### src/rtl/wb_stream_writer_core.sv
// wb_stream_writer_core
//   Reads a buffer from memory through a Wishbone B3 burst master into a
//   first-word-fall-through FIFO and presents it as a valid/ready word stream.
//   An interrupt is raised once the whole buffer has been fetched and drained.
//
// Ports
//   clk, rst             clock, synchronous active-high reset
//   wbm_*                Wishbone B3 read master (incrementing bursts)
//   stream_m_*           output word stream plus completion interrupt
//   wbs_*                Wishbone slave configuration port (1 wait state)
//
// Stream handshake: stream_m_data_o is valid whenever stream_m_valid_o is 1;
// a word is consumed on a rising edge where valid and ready are both 1.
// Ready while valid is 0 has no effect.
//
// Register map (byte offsets, only adr[3:2] decoded)
//   0x0 ENABLE      write bit0 = start (ignored while busy), bit1 = clear irq
//   0x4 START_ADDR  byte address of the buffer
//   0x8 BUF_SIZE    bytes, multiple of 4; 0 completes immediately
//   0xC BURST_SIZE  words per burst, 1..MAX_BURST_LEN
//
// Optional build macro
//   WB_STREAM_WRITER_READBACK_EN  when defined, wbs_dat_o returns register
//   contents (ENABLE reads {30'b0, irq, busy}); otherwise it is tied to 0.
module wb_stream_writer_core #(
  parameter int FIFO_AW       = 5,
  parameter int MAX_BURST_LEN = 32
) (
  input  logic        clk,
  input  logic        rst,
  output logic [31:0] wbm_adr_o,
  output logic [31:0] wbm_dat_o,
  output logic [3:0]  wbm_sel_o,
  output logic        wbm_we_o,
  output logic        wbm_cyc_o,
  output logic        wbm_stb_o,
  output logic [2:0]  wbm_cti_o,
  output logic [1:0]  wbm_bte_o,
  input  logic [31:0] wbm_dat_i,
  input  logic        wbm_ack_i,
  input  logic        wbm_err_i,
  input  logic        wbm_rty_i,
  output logic [31:0] stream_m_data_o,
  output logic        stream_m_valid_o,
  input  logic        stream_m_ready_i,
  output logic        stream_m_irq_o,
  input  logic [31:0] wbs_adr_i,
  input  logic [31:0] wbs_dat_i,
  input  logic [3:0]  wbs_sel_i,
  input  logic        wbs_we_i,
  input  logic        wbs_cyc_i,
  input  logic        wbs_stb_i,
  input  logic [2:0]  wbs_cti_i,
  input  logic [1:0]  wbs_bte_i,
  output logic [31:0] wbs_dat_o,
  output logic        wbs_ack_o,
  output logic        wbs_err_o,
  output logic        wbs_rty_o
);

  localparam int          DEPTH   = 2 ** FIFO_AW;
  localparam int          CW      = FIFO_AW + 1;
  localparam int          BW      = $clog2(MAX_BURST_LEN + 1);
  localparam logic [31:0] DEPTH_W = 32'(DEPTH);
  localparam logic [31:0] MAX_W   = 32'(MAX_BURST_LEN);

  typedef enum logic [1:0] {S_IDLE, S_WAIT, S_BURST, S_DONE} state_t;

  state_t state, state_next;

  logic [31:0] start_addr, buf_size, burst_size;
  logic        irq;
  logic [31:0] adr_q;
  logic [29:0] remaining;
  logic [BW-1:0] beats_left;
  logic        rty_hold;

  logic [31:0]      fifo_mem [DEPTH];
  logic [FIFO_AW-1:0] wr_ptr, rd_ptr;
  logic [CW-1:0]    count;

  logic        cfg_wr, start_req, clr_irq, beat_ack, push, pop, can_issue;
  logic [31:0] burst_lim, burst_words, free_slots;

  assign cfg_wr    = wbs_cyc_i & wbs_stb_i & wbs_ack_o & wbs_we_i;
  assign start_req = cfg_wr && (wbs_adr_i[3:2] == 2'd0) && wbs_dat_i[0] && (state == S_IDLE);
  assign clr_irq   = cfg_wr && (wbs_adr_i[3:2] == 2'd0) && wbs_dat_i[1];

  // Out-of-range burst sizes are clamped so a bad setting cannot overrun the FIFO.
  assign burst_lim   = (burst_size == 32'd0) ? 32'd1 :
                       (burst_size > MAX_W) ? MAX_W : burst_size;
  assign burst_words = ({2'b00, remaining} < burst_lim) ? {2'b00, remaining} : burst_lim;
  assign free_slots  = DEPTH_W - 32'(count);
  // Reserving the whole burst up front guarantees the FIFO never overflows.
  assign can_issue   = (remaining != 30'd0) && (free_slots >= burst_words);

  assign beat_ack = (state == S_BURST) && wbm_stb_o && wbm_ack_i;
  assign push     = beat_ack;
  assign pop      = stream_m_valid_o && stream_m_ready_i;

  always_ff @(posedge clk) begin
    if (rst) state <= S_IDLE;
    else     state <= state_next;
  end

  always_comb begin
    state_next = state;
    wbm_cyc_o  = 1'b0;
    wbm_stb_o  = 1'b0;
    wbm_cti_o  = 3'b000;
    case (state)
      S_IDLE:  if (start_req) state_next = S_WAIT;
      S_WAIT: begin
        // Completion waits for the consumer to drain the last word.
        if (remaining == 30'd0) begin
          if (count == '0) state_next = S_DONE;
        end else if (can_issue) begin
          state_next = S_BURST;
        end
      end
      S_BURST: begin
        wbm_cyc_o = 1'b1;
        wbm_stb_o = !rty_hold;
        wbm_cti_o = (beats_left == BW'(1)) ? 3'b111 : 3'b010;
        if (wbm_err_i)                                state_next = S_DONE;
        else if (beat_ack && beats_left == BW'(1))    state_next = S_WAIT;
      end
      S_DONE:  state_next = S_IDLE;
      default: state_next = S_IDLE;
    endcase
  end

  always_ff @(posedge clk) begin
    if (rst) begin
      wbs_ack_o  <= 1'b0;
      start_addr <= '0;
      buf_size   <= '0;
      burst_size <= '0;
      irq        <= 1'b0;
      adr_q      <= '0;
      remaining  <= '0;
      beats_left <= '0;
      rty_hold   <= 1'b0;
    end else begin
      wbs_ack_o <= wbs_cyc_i & wbs_stb_i & ~wbs_ack_o;
      if (cfg_wr) begin
        case (wbs_adr_i[3:2])
          2'd1:    start_addr <= wbs_dat_i;
          2'd2:    buf_size   <= wbs_dat_i;
          2'd3:    burst_size <= wbs_dat_i;
          default: ;
        endcase
      end
      if (state == S_DONE) irq <= 1'b1;
      else if (clr_irq)    irq <= 1'b0;
      if (start_req) begin
        adr_q     <= start_addr;
        remaining <= buf_size[31:2];
      end
      if (state == S_WAIT && state_next == S_BURST) beats_left <= burst_words[BW-1:0];
      // A retry response holds stb low for exactly one cycle before re-presenting the beat.
      rty_hold <= (state == S_BURST) && wbm_stb_o && wbm_rty_i && !wbm_ack_i && !wbm_err_i;
      if (beat_ack) begin
        adr_q      <= adr_q + 32'd4;
        remaining  <= remaining - 30'd1;
        beats_left <= beats_left - BW'(1);
      end
    end
  end

  always_ff @(posedge clk) begin
    if (push) fifo_mem[wr_ptr] <= wbm_dat_i;
  end

  always_ff @(posedge clk) begin
    if (rst) begin
      wr_ptr <= '0;
      rd_ptr <= '0;
      count  <= '0;
    end else begin
      if (push) wr_ptr <= wr_ptr + 1'b1;
      if (pop)  rd_ptr <= rd_ptr + 1'b1;
      case ({push, pop})
        2'b10:   count <= count + 1'b1;
        2'b01:   count <= count - 1'b1;
        default: ;
      endcase
    end
  end

  assign stream_m_valid_o = (count != '0);
  assign stream_m_data_o  = fifo_mem[rd_ptr];
  assign stream_m_irq_o   = irq;

  assign wbm_adr_o = adr_q;
  assign wbm_dat_o = 32'd0;
  assign wbm_sel_o = 4'hf;
  assign wbm_we_o  = 1'b0;
  assign wbm_bte_o = 2'b00;
  assign wbs_err_o = 1'b0;
  assign wbs_rty_o = 1'b0;

`ifdef WB_STREAM_WRITER_READBACK_EN
  logic [31:0] rd_data;
  always_ff @(posedge clk) begin
    if (rst) rd_data <= '0;
    else if (wbs_cyc_i & wbs_stb_i & ~wbs_ack_o) begin
      case (wbs_adr_i[3:2])
        2'd0:    rd_data <= {30'd0, irq, (state != S_IDLE)};
        2'd1:    rd_data <= start_addr;
        2'd2:    rd_data <= buf_size;
        default: rd_data <= burst_size;
      endcase
    end
  end
  assign wbs_dat_o = rd_data;
`else
  assign wbs_dat_o = 32'd0;
`endif

  logic unused_bits;
  assign unused_bits = ^{wbs_sel_i, wbs_cti_i, wbs_bte_i, wbs_adr_i[31:4],
                         wbs_adr_i[1:0], buf_size[1:0]};

endmodule

### config.mk
export PLATFORM = sky130hd
export DESIGN_NAME = wb_stream_writer_core
export DESIGN_NICKNAME = d
export VERILOG_FILES = /design/src/rtl/wb_stream_writer_core.sv
export SDC_FILE = /design/constraint.sdc
export NUM_CORES = 1
export LEC_CHECK = 0
export CAP_MARGIN = 20
export CORE_MARGIN = 5
export CORE_UTILIZATION = 60
export CTS_BUF_LIST = sky130_fd_sc_hd__clkbuf_4
export DETAILED_ROUTE_END_ITERATION = 8
export GPL_TIMING_DRIVEN = 0
export HOLD_SLACK_MARGIN = 0.15
export PLACE_DENSITY = 0.8
export SLEW_MARGIN = 25
export SYNTH_ARGS = -nofsm -noshare
export SYNTH_HDL_FRONTEND = slang
export SYNTH_SLANG_ARGS = --single-unit
### constraint.sdc
create_clock -name clk -period 6.85 [get_ports clk]
set_clock_uncertainty 0.05 [all_clocks]
set_input_delay 2.055 -clock clk [delete_from_list [all_inputs] [get_ports clk]]
set_output_delay 2.055 -clock clk [all_outputs]
set_load 0.02 [all_outputs]
==> reports/metrics.yaml, run 1 <==
clock_tree:
  cts_tree: "built"
  clock_path_buffers: 4
  ctsHtreeMaxLevel: 5
  cts.sinks: 1212
  cts_setup_buffers: 0
  clkLatencyLatePin_ns: 1.15
  cts_buffers: 315
  clk_pin_slew_worst_paths_ns: 0.08
  root_buffer: "clkbuf_4"
synth:
  synth_area_per_cell_um2: 17.4
  synth_top_area_share_pct: 62.6
  synth_edf_count: 1024
  synth_cells: 2813
  yosysSeqAreaShare_pct: 70.3
  synth-seq-cells: 1212
  synth_cell_types: 69
  synthFlopType: "edfxtp_1"
  syn_area_mm2: 0.0491
  ys_top_cells_by_area: "edfxtp_1 (63%), mux4_2 (15%), dfxtp_1 (7.7%)"
  synth_largest_area_cell: "edfxtp_1"
  synthArstFlopShare_pct: 0
  yosysWarnings: 0
sta:
  worst_slack_ns: 0.119
  finalMaxSlewViolations: 0
  finalHoldViolCount: 0
  period_share_pct: 98.3
  max-slew-margin-rel_pct: 27.2
  worst_pin_slew_ns: 1.09
  finalCriticalPeriod_ns: 6.73
  rsz0062_at_grt: "no"
  setup_tns_ns: 0
  hold_slack_ns: 0.392
  final-setup-viol-count: 0
  fmax_mhz: 149
critical_path:
  end_kind: "output pin"
  rr_endpoint: "beats_left[5]$_SDFFE_PP0P_"
  worst_path_dominant_cell_family: "buffers and inverters"
  reg2reg_depth: 22
  worstReg2RegStart: "burst_size[11]$_SDFFE_PP0P_"
  cp-start-kind: "register"
  r2r_slack_ns: 0.57
  path_cells: "clkbuf_1, buf_1, mux4_2, mux4_2, mux2_2, clkdlybuf4s50_1"
  path_common_cell: "mux4_2"
  slowest_stage: "buf_1"
  critPathRequiredTime_ns: 4.74
  cp_max_fo: 10
  critPathArrivalTime_ns: 4.63
  cpPeakStageDelay_ns: 0.73
  path_buf_inv: 3
  crit_type: "reg2out"
grt:
  antenna_found_initial: 4
  grt_max_degree: 33
  grt_pass1_wl_um: 198000
  track_usage_pct: 30.9
  grt_pass1_vias: 31500
  gr-total-overflow: 0
outcome:
  violations: "DRC"
  outcome: "finished, violations left"
detailed_routing:
  drcViolationCount: 4
  viasPerCell: 6.42
  first_pass_iters: 9
  via_count: 30200
  antenna_left: 0
  wl_per_cell_um: 28.5
  drtIter0Drc: 3925
  drt_wl_total_um: 134000
floorplanning:
  die_y_um: 296
  rows: 104
  io_pins: 259
  start_util_pct: 60.7
  die_w_um: 296
  die_area_mm2: 0.0876
  fp.coreArea_mm2: 0.0808
power:
  p_int_uw: 11300
  swShare_pct: 21.5
  ir_drop_mv: 0.127
  seq_power_share_pct: 55.4
  p_comb_share_pct: 2.1
  power.total_uw: 14400
  clkPwrFrac_pct: 42.5
  p_leak_uw: 0.0188
  power_density_mw_per_mm2: 250
  power.net_switching_uw: 3100
worst_hold_path:
  hold_class: "reg2reg"
  hp-start: "start_addr[1]$_SDFFE_PP0P_"
  hold_path_end: "wbm_adr_o[1]$_SDFFE_PP0P_"
  holdPathStages: 2
place:
  pre_cts_ws_ns: 0.436
  dp_hpwl_um: 88600
  dpl_cell_area_mm2: 0.0537
  gp_congestion: 0.947
  portBuffers: 146
finish:
  design_area_mm2: 0.0576
  area_growth_pct: 17.3
  layout.nets: 3619
  drive_gt1_share_pct: 29.7
  filler_cell_count: 4838
run:
  maxCapViolations: 0
[worst register-to-register path, cell delays in order, from the launching register on]
cell and delay, ns:
dfxtp_1 0.31, nor4_1 0.37, nand4_1 0.35, a211oi_1 0.47, nand2_1 0.17, ha_1 0.34, a21oi_1 0.22, a21oi_1 0.10
o211ai_1 0.17, a31oi_1 0.10, nor4_4 0.45, buf_2 0.29, buf_2 0.24, nand2_1 0.08, ha_1 0.31, and4_1 0.22
nand4_1 0.12, or4_1 0.52, o21ai_0 0.55, and3_4 0.32, buf_6 0.13, nor2_1 0.05, a211oi_1 0.20
[cells in the final DEF (no fill, tap or decap), types with 36 or more instances in the layout]
master | Yosys | final
nor2_1 | 130 | 97
conb_1 | 2 | 99
clkbuf_1 | 104 | 89
buf_4 | 75 | 76
dfxtp_1 | 188 | 188
mux4_2 | 320 | 320
a21oi_1 | 193 | 193
clkdlybuf4s50_1 | 0 | 121
nand2_1 | 287 | 287
ha_1 | 77 | 77
edfxtp_1 | 1024 | 1024
mux2_2 | 36 | 36
clkbuf_4 | 0 | 448
buf_2 | 20 | 47
clkinv_1 | 0 | 62
[how the worst max path moves through the flow]
stage                     startpoint                    endpoint  depth (start not counted)
after detailed placement   wbm_ack_i  fifo_mem[16][15]$_DFFE_PP_                          8
after floorplan            wbm_ack_i   fifo_mem[20][0]$_DFFE_PP_                          6
final                       register         stream_m_data_o[24]                          6
after global placement     wbm_ack_i  fifo_mem[12][17]$_DFFE_PP_                          7
after global routing        register          stream_m_data_o[4]                          7
after CTS                   register         stream_m_data_o[28]                          7
[timing repair]
item	4_1_cts	5_1_grt
cloned	0	0
resized for setup	18	18
hold buffers	0	0
endpoints found under the setup margin	32	25
[cells in the mapped netlist (22+ instances only)]
cell	count
edfxtp_1	1024
mux4_2	320
nand2_1	287
a21oi_1	193
dfxtp_1	188
nor2_1	130
clkbuf_1	104
ha_1	77
buf_4	75
mux2_2	36
nor3_1	34
nand3_1	31
nand4_1	26
o21ai_0	22
[metal layers]
metal	vias to the layer above	track usage [%]	part of all wire, %
met3	420	7.03	11
li1	12500	-	-
met5	-	0	0
met1	15100	39.6	35
met2	2195	51.7	51
met4	0	13.7	4.2
[sequential cells by signal, indices dropped and copies added, names as in the netlist, named ones only]
name,flops
rty_hold,1
remaining,30
wbs_ack_o,1
buf_size,30
fifo_mem,1024
burst_size,32
beats_left,6
wbm_adr_o,32
wr_ptr,5
count,6
rd_ptr,5
start_addr,32
state,2
stream_m_irq_o,1
[through the flow]
stage                     cells  util [%]
after floorplan            2910         -
after global placement     4116      64.6
after detailed placement   4169      66.5
after CTS                  4698      71.3
after global routing       4704      71.2
final                      4708      71.2
[power by group through the flow]
stage | sequential [uW] | clock [uW] | combinational [uW]
2_1_floorplan | 8150 | 0 | 130
3_3_place_gp | 8150 | 0 | 282
3_5_place_dp | 8150 | 0 | 301
4_1_cts | 7990 | 6190 | 302
5_1_grt | 7980 | 6620 | 325
6_report | 7990 | 6130 | 304
[final cells by class]
class                           instances  area [um^2]  area share (%)
Antenna cell                            9         22.5          0.0391
Buffer                                222         1240            2.15
Clock buffer                          445         3340            5.80
Clock inverter                         84          526           0.913
Inverter                               19         71.3           0.124
Multi-Input combinational cell       1457        13900            24.2
Sequential cell                      1212        34500            59.9
Tap cell                             1060         1330            2.30
Timing Repair Buffer                  200         2590            4.50
[kinds of logic after synthesis]
group	synth area share [%]
fa+ha+maj	2.00
simple gates	5.36
compound gates	3.87
xor+xnor	0.375
flops	70.3
other cells	0.0153
mux	15.5
buf+inv	2.51
Note: power is estimated with default switching activity, not from simulation.
==> inputs of run 2 (changes only) <==
CORE_UTILIZATION = 55   (was 60)
PLACE_DENSITY = 0.74   (was 0.8)
==> reports/metrics.yaml, run 2 (same netlist as run 1, synthesis figures left out) <==
detailed_routing:
  drcViolationCount: 0  # -4
  viasPerCell: 6.18  # -3.8%
  wl_per_cell_um: 27.2  # -4.3%
  antenna_left: 0  # unchanged
  drtIter0Drc: 3732  # -4.9%
  via_count: 29800  # -1.6%
  drt_wl_total_um: 131000  # -2.1%
  first_pass_iters: 6  # -3
worst_hold_path:
  holdPathStages: 2  # unchanged
  hp-start: "start_addr[0]$_SDFFE_PP0P_"
  hold_path_end: "wbm_adr_o[0]$_SDFFE_PP0P_"
  hold_class: "reg2reg"
critical_path:
  worstReg2RegStart: "burst_size[24]$_SDFFE_PP0P_"
  end_kind: "output pin"
  critPathRequiredTime_ns: 4.74  # about the same
  r2r_slack_ns: 0.46  # -0.11 ns
  crit_type: "reg2out"
  cp-start-kind: "register"
  cp_max_fo: 10  # unchanged
  rr_endpoint: "beats_left[3]$_SDFFE_PP0P_"
  critPathArrivalTime_ns: 4.60  # -0.03 ns
  reg2reg_depth: 23  # +4.5%
finish:
  design_area_mm2: 0.0579  # +0.61%
  mostFrequentLayoutCells: "edfxtp_1 (1,024), clkbuf_4 (448), mux4_2 (320)"
  final_common_cell: "edfxtp_1"
  regMostFlops: "fifo_mem"
  drive_gt1_share_pct: 29.7  # about the same
  layout.nets: 3626  # +0.19%
  largest_reg_flops: 1024  # unchanged
  area_growth_pct: 18.0
sta:
  worst_pin_slew_ns: 1.08  # -0.0123 ns
  rsz0062_at_grt: "yes"
  fmax_mhz: 149  # +0.42%
  hold_slack_ns: 0.407  # +0.0150 ns
  finalMaxSlewViolations: 0  # unchanged
  finalHoldViolCount: 0  # unchanged
  max-slew-margin-rel_pct: 28.0  # +0.82 points
  period_share_pct: 97.8  # -0.41 points
  final-setup-viol-count: 0  # unchanged
  finalCriticalPeriod_ns: 6.70  # -0.0282 ns
clock_tree:
  ctsHtreeMaxLevel: 5  # unchanged
  clk_pin_slew_worst_paths_ns: 0.06  # -0.02 ns
  clock_path_buffers: 4  # unchanged
  cts.sinks: 1212  # unchanged
  root_buffer: "clkbuf_4"
  clkLatencyLatePin_ns: 1.18  # +0.03 ns
  cts_hold_buffers: 0  # unchanged
  cts_tree: "built"
  cts_buffers: 316  # +0.32%
run:
  maxCapViolations: 0  # unchanged
grt:
  grt_busiest_layer: "met2"
  gr-total-overflow: 0  # unchanged
  grt_use_met2_pct: 46.3  # -5.4 points
  met3_usage_pct: 7.33  # +0.29 points
  grt_pass1_vias: 30400  # -3.7%
  grt_pass1_wl_um: 191000  # -3.2%
  antenna_found_initial: 5  # +1
  track_usage_pct: 27.5  # -3.4 points
  grtUsageMet1_pct: 35.3  # -4.3 points
  grt_max_degree: 33  # unchanged
power:
  power_density_mw_per_mm2: 246  # -1.7%
  seq_power_share_pct: 56.0  # +0.6 points
  p_leak_uw: 0.0189  # +0.37%
  p_comb_share_pct: 2.1  # about the same
  power.net_switching_uw: 3050  # -1.8%
  ir_drop_mv: 0.189  # +49%
  swShare_pct: 21.4  # -0.14 points
  clkPwrFrac_pct: 41.9  # -0.6 points
  p_int_uw: 11200  # -0.92%
floorplanning:
  die_w_um: 309  # +4.3%
  die_area_mm2: 0.0953  # +8.8%
  rows: 109  # +4.8%
  die_y_um: 309  # +4.3%
  start_util_pct: 55.5  # -5.3 points
  fp.coreArea_mm2: 0.0885  # +9.5%
  io_pins: 259  # unchanged
place:
  dpl_cell_area_mm2: 0.0541  # +0.77%
  dp_hpwl_um: 88600  # about the same
  portBuffers: 146  # unchanged
  gp_congestion: 0.913  # -3.6%
outcome:
  outcome: "finished, final reports clean"
run 2: cell count changes in the layout (fill, tap and decap cells not counted), sizes merged, moves of 2 or more:
cell,delta
buf,+7
clkdlybuf4s50,+5
diode,-5
clkbuf,-4
bufinv,-3
clkinv,-3
clkinvlp,+3
inv,+2
run 2: layout make-up:
type | instances | area, um^2
plain buffers | 222 | 1250
well taps | 1165 | 1460
clock inverters | 83 | 437
fillers | 5949 | 30600
repair buffers | 206 | 2890
clock buffers | 447 | 3360
flip-flops and latches | 1212 | 34500
inverters | 19 | 71.3
diodes | 4 | 10.0
multi-input cells | 1457 | 13900
run 2: how the worst max path moves through the flow:
stage | slack, ns | depth (start not counted) | from | endpoint
after CTS | 0.01 | 6 | register | stream_m_data_o[30]
after global placement | -1.62 | 7 | wbm_ack_i | fifo_mem[17][18]$_DFFE_PP_
after global routing | -0.04 | 6 | register | stream_m_data_o[6]
after detailed placement | 0.26 | 8 | wbm_ack_i | fifo_mem[20][15]$_DFFE_PP_
final | 0.15 | 6 | register | stream_m_data_o[11]
after floorplan | 1.86 | 6 | wbm_ack_i | fifo_mem[20][0]$_DFFE_PP_
run 2: timing repair:
action	4_1_cts	5_1_grt
setup endpoints to repair	32	30
pin swaps	0	0
gates resized for setup	42	15
buffers inserted	0	0
cloned	0	0
run 2: per-stage QoR:
stage	instances	TNS, ns	setup WS [ns]	utilization (%)	power [uW]
CTS	4811	0	0.0116	65.5	14400
floorplan	2910	0	1.86	-	8280
detailed placement	4281	0	0.260	61.2	8450
global placement	4221	-1308.25	-1.62	59.2	8430
finish	4815	0	0.148	65.4	14300
global route	4814	-0.271	-0.0433	65.4	14800
run 2: critical path, stage by stage, from the launching register on:
cell and delay, ns:
dfxtp_1 0.36, clkbuf_1 0.53, clkbuf_1 0.76, mux4_2 0.41, mux4_2 0.53, mux2_2 0.29, clkdlybuf4s50_1 0.54
run 2: per-layer routing:
layer	routed length (um)	share of wire, %	vias to the layer above
li1	-	-	12500
met1	48100	37	15100
met2	65700	50	1831
met3	13400	10	324
met4	3930	3.0	6
met5	47	0.036	-
run 2: power groups by stage:
stage	sequential, uW	clock [uW]	combinational, uW
final	7990	5970	301
after global routing	7980	6500	323
after floorplan	8150	0	130
after CTS	7990	6080	299
after global placement	8150	0	282
after detailed placement	8150	0	298
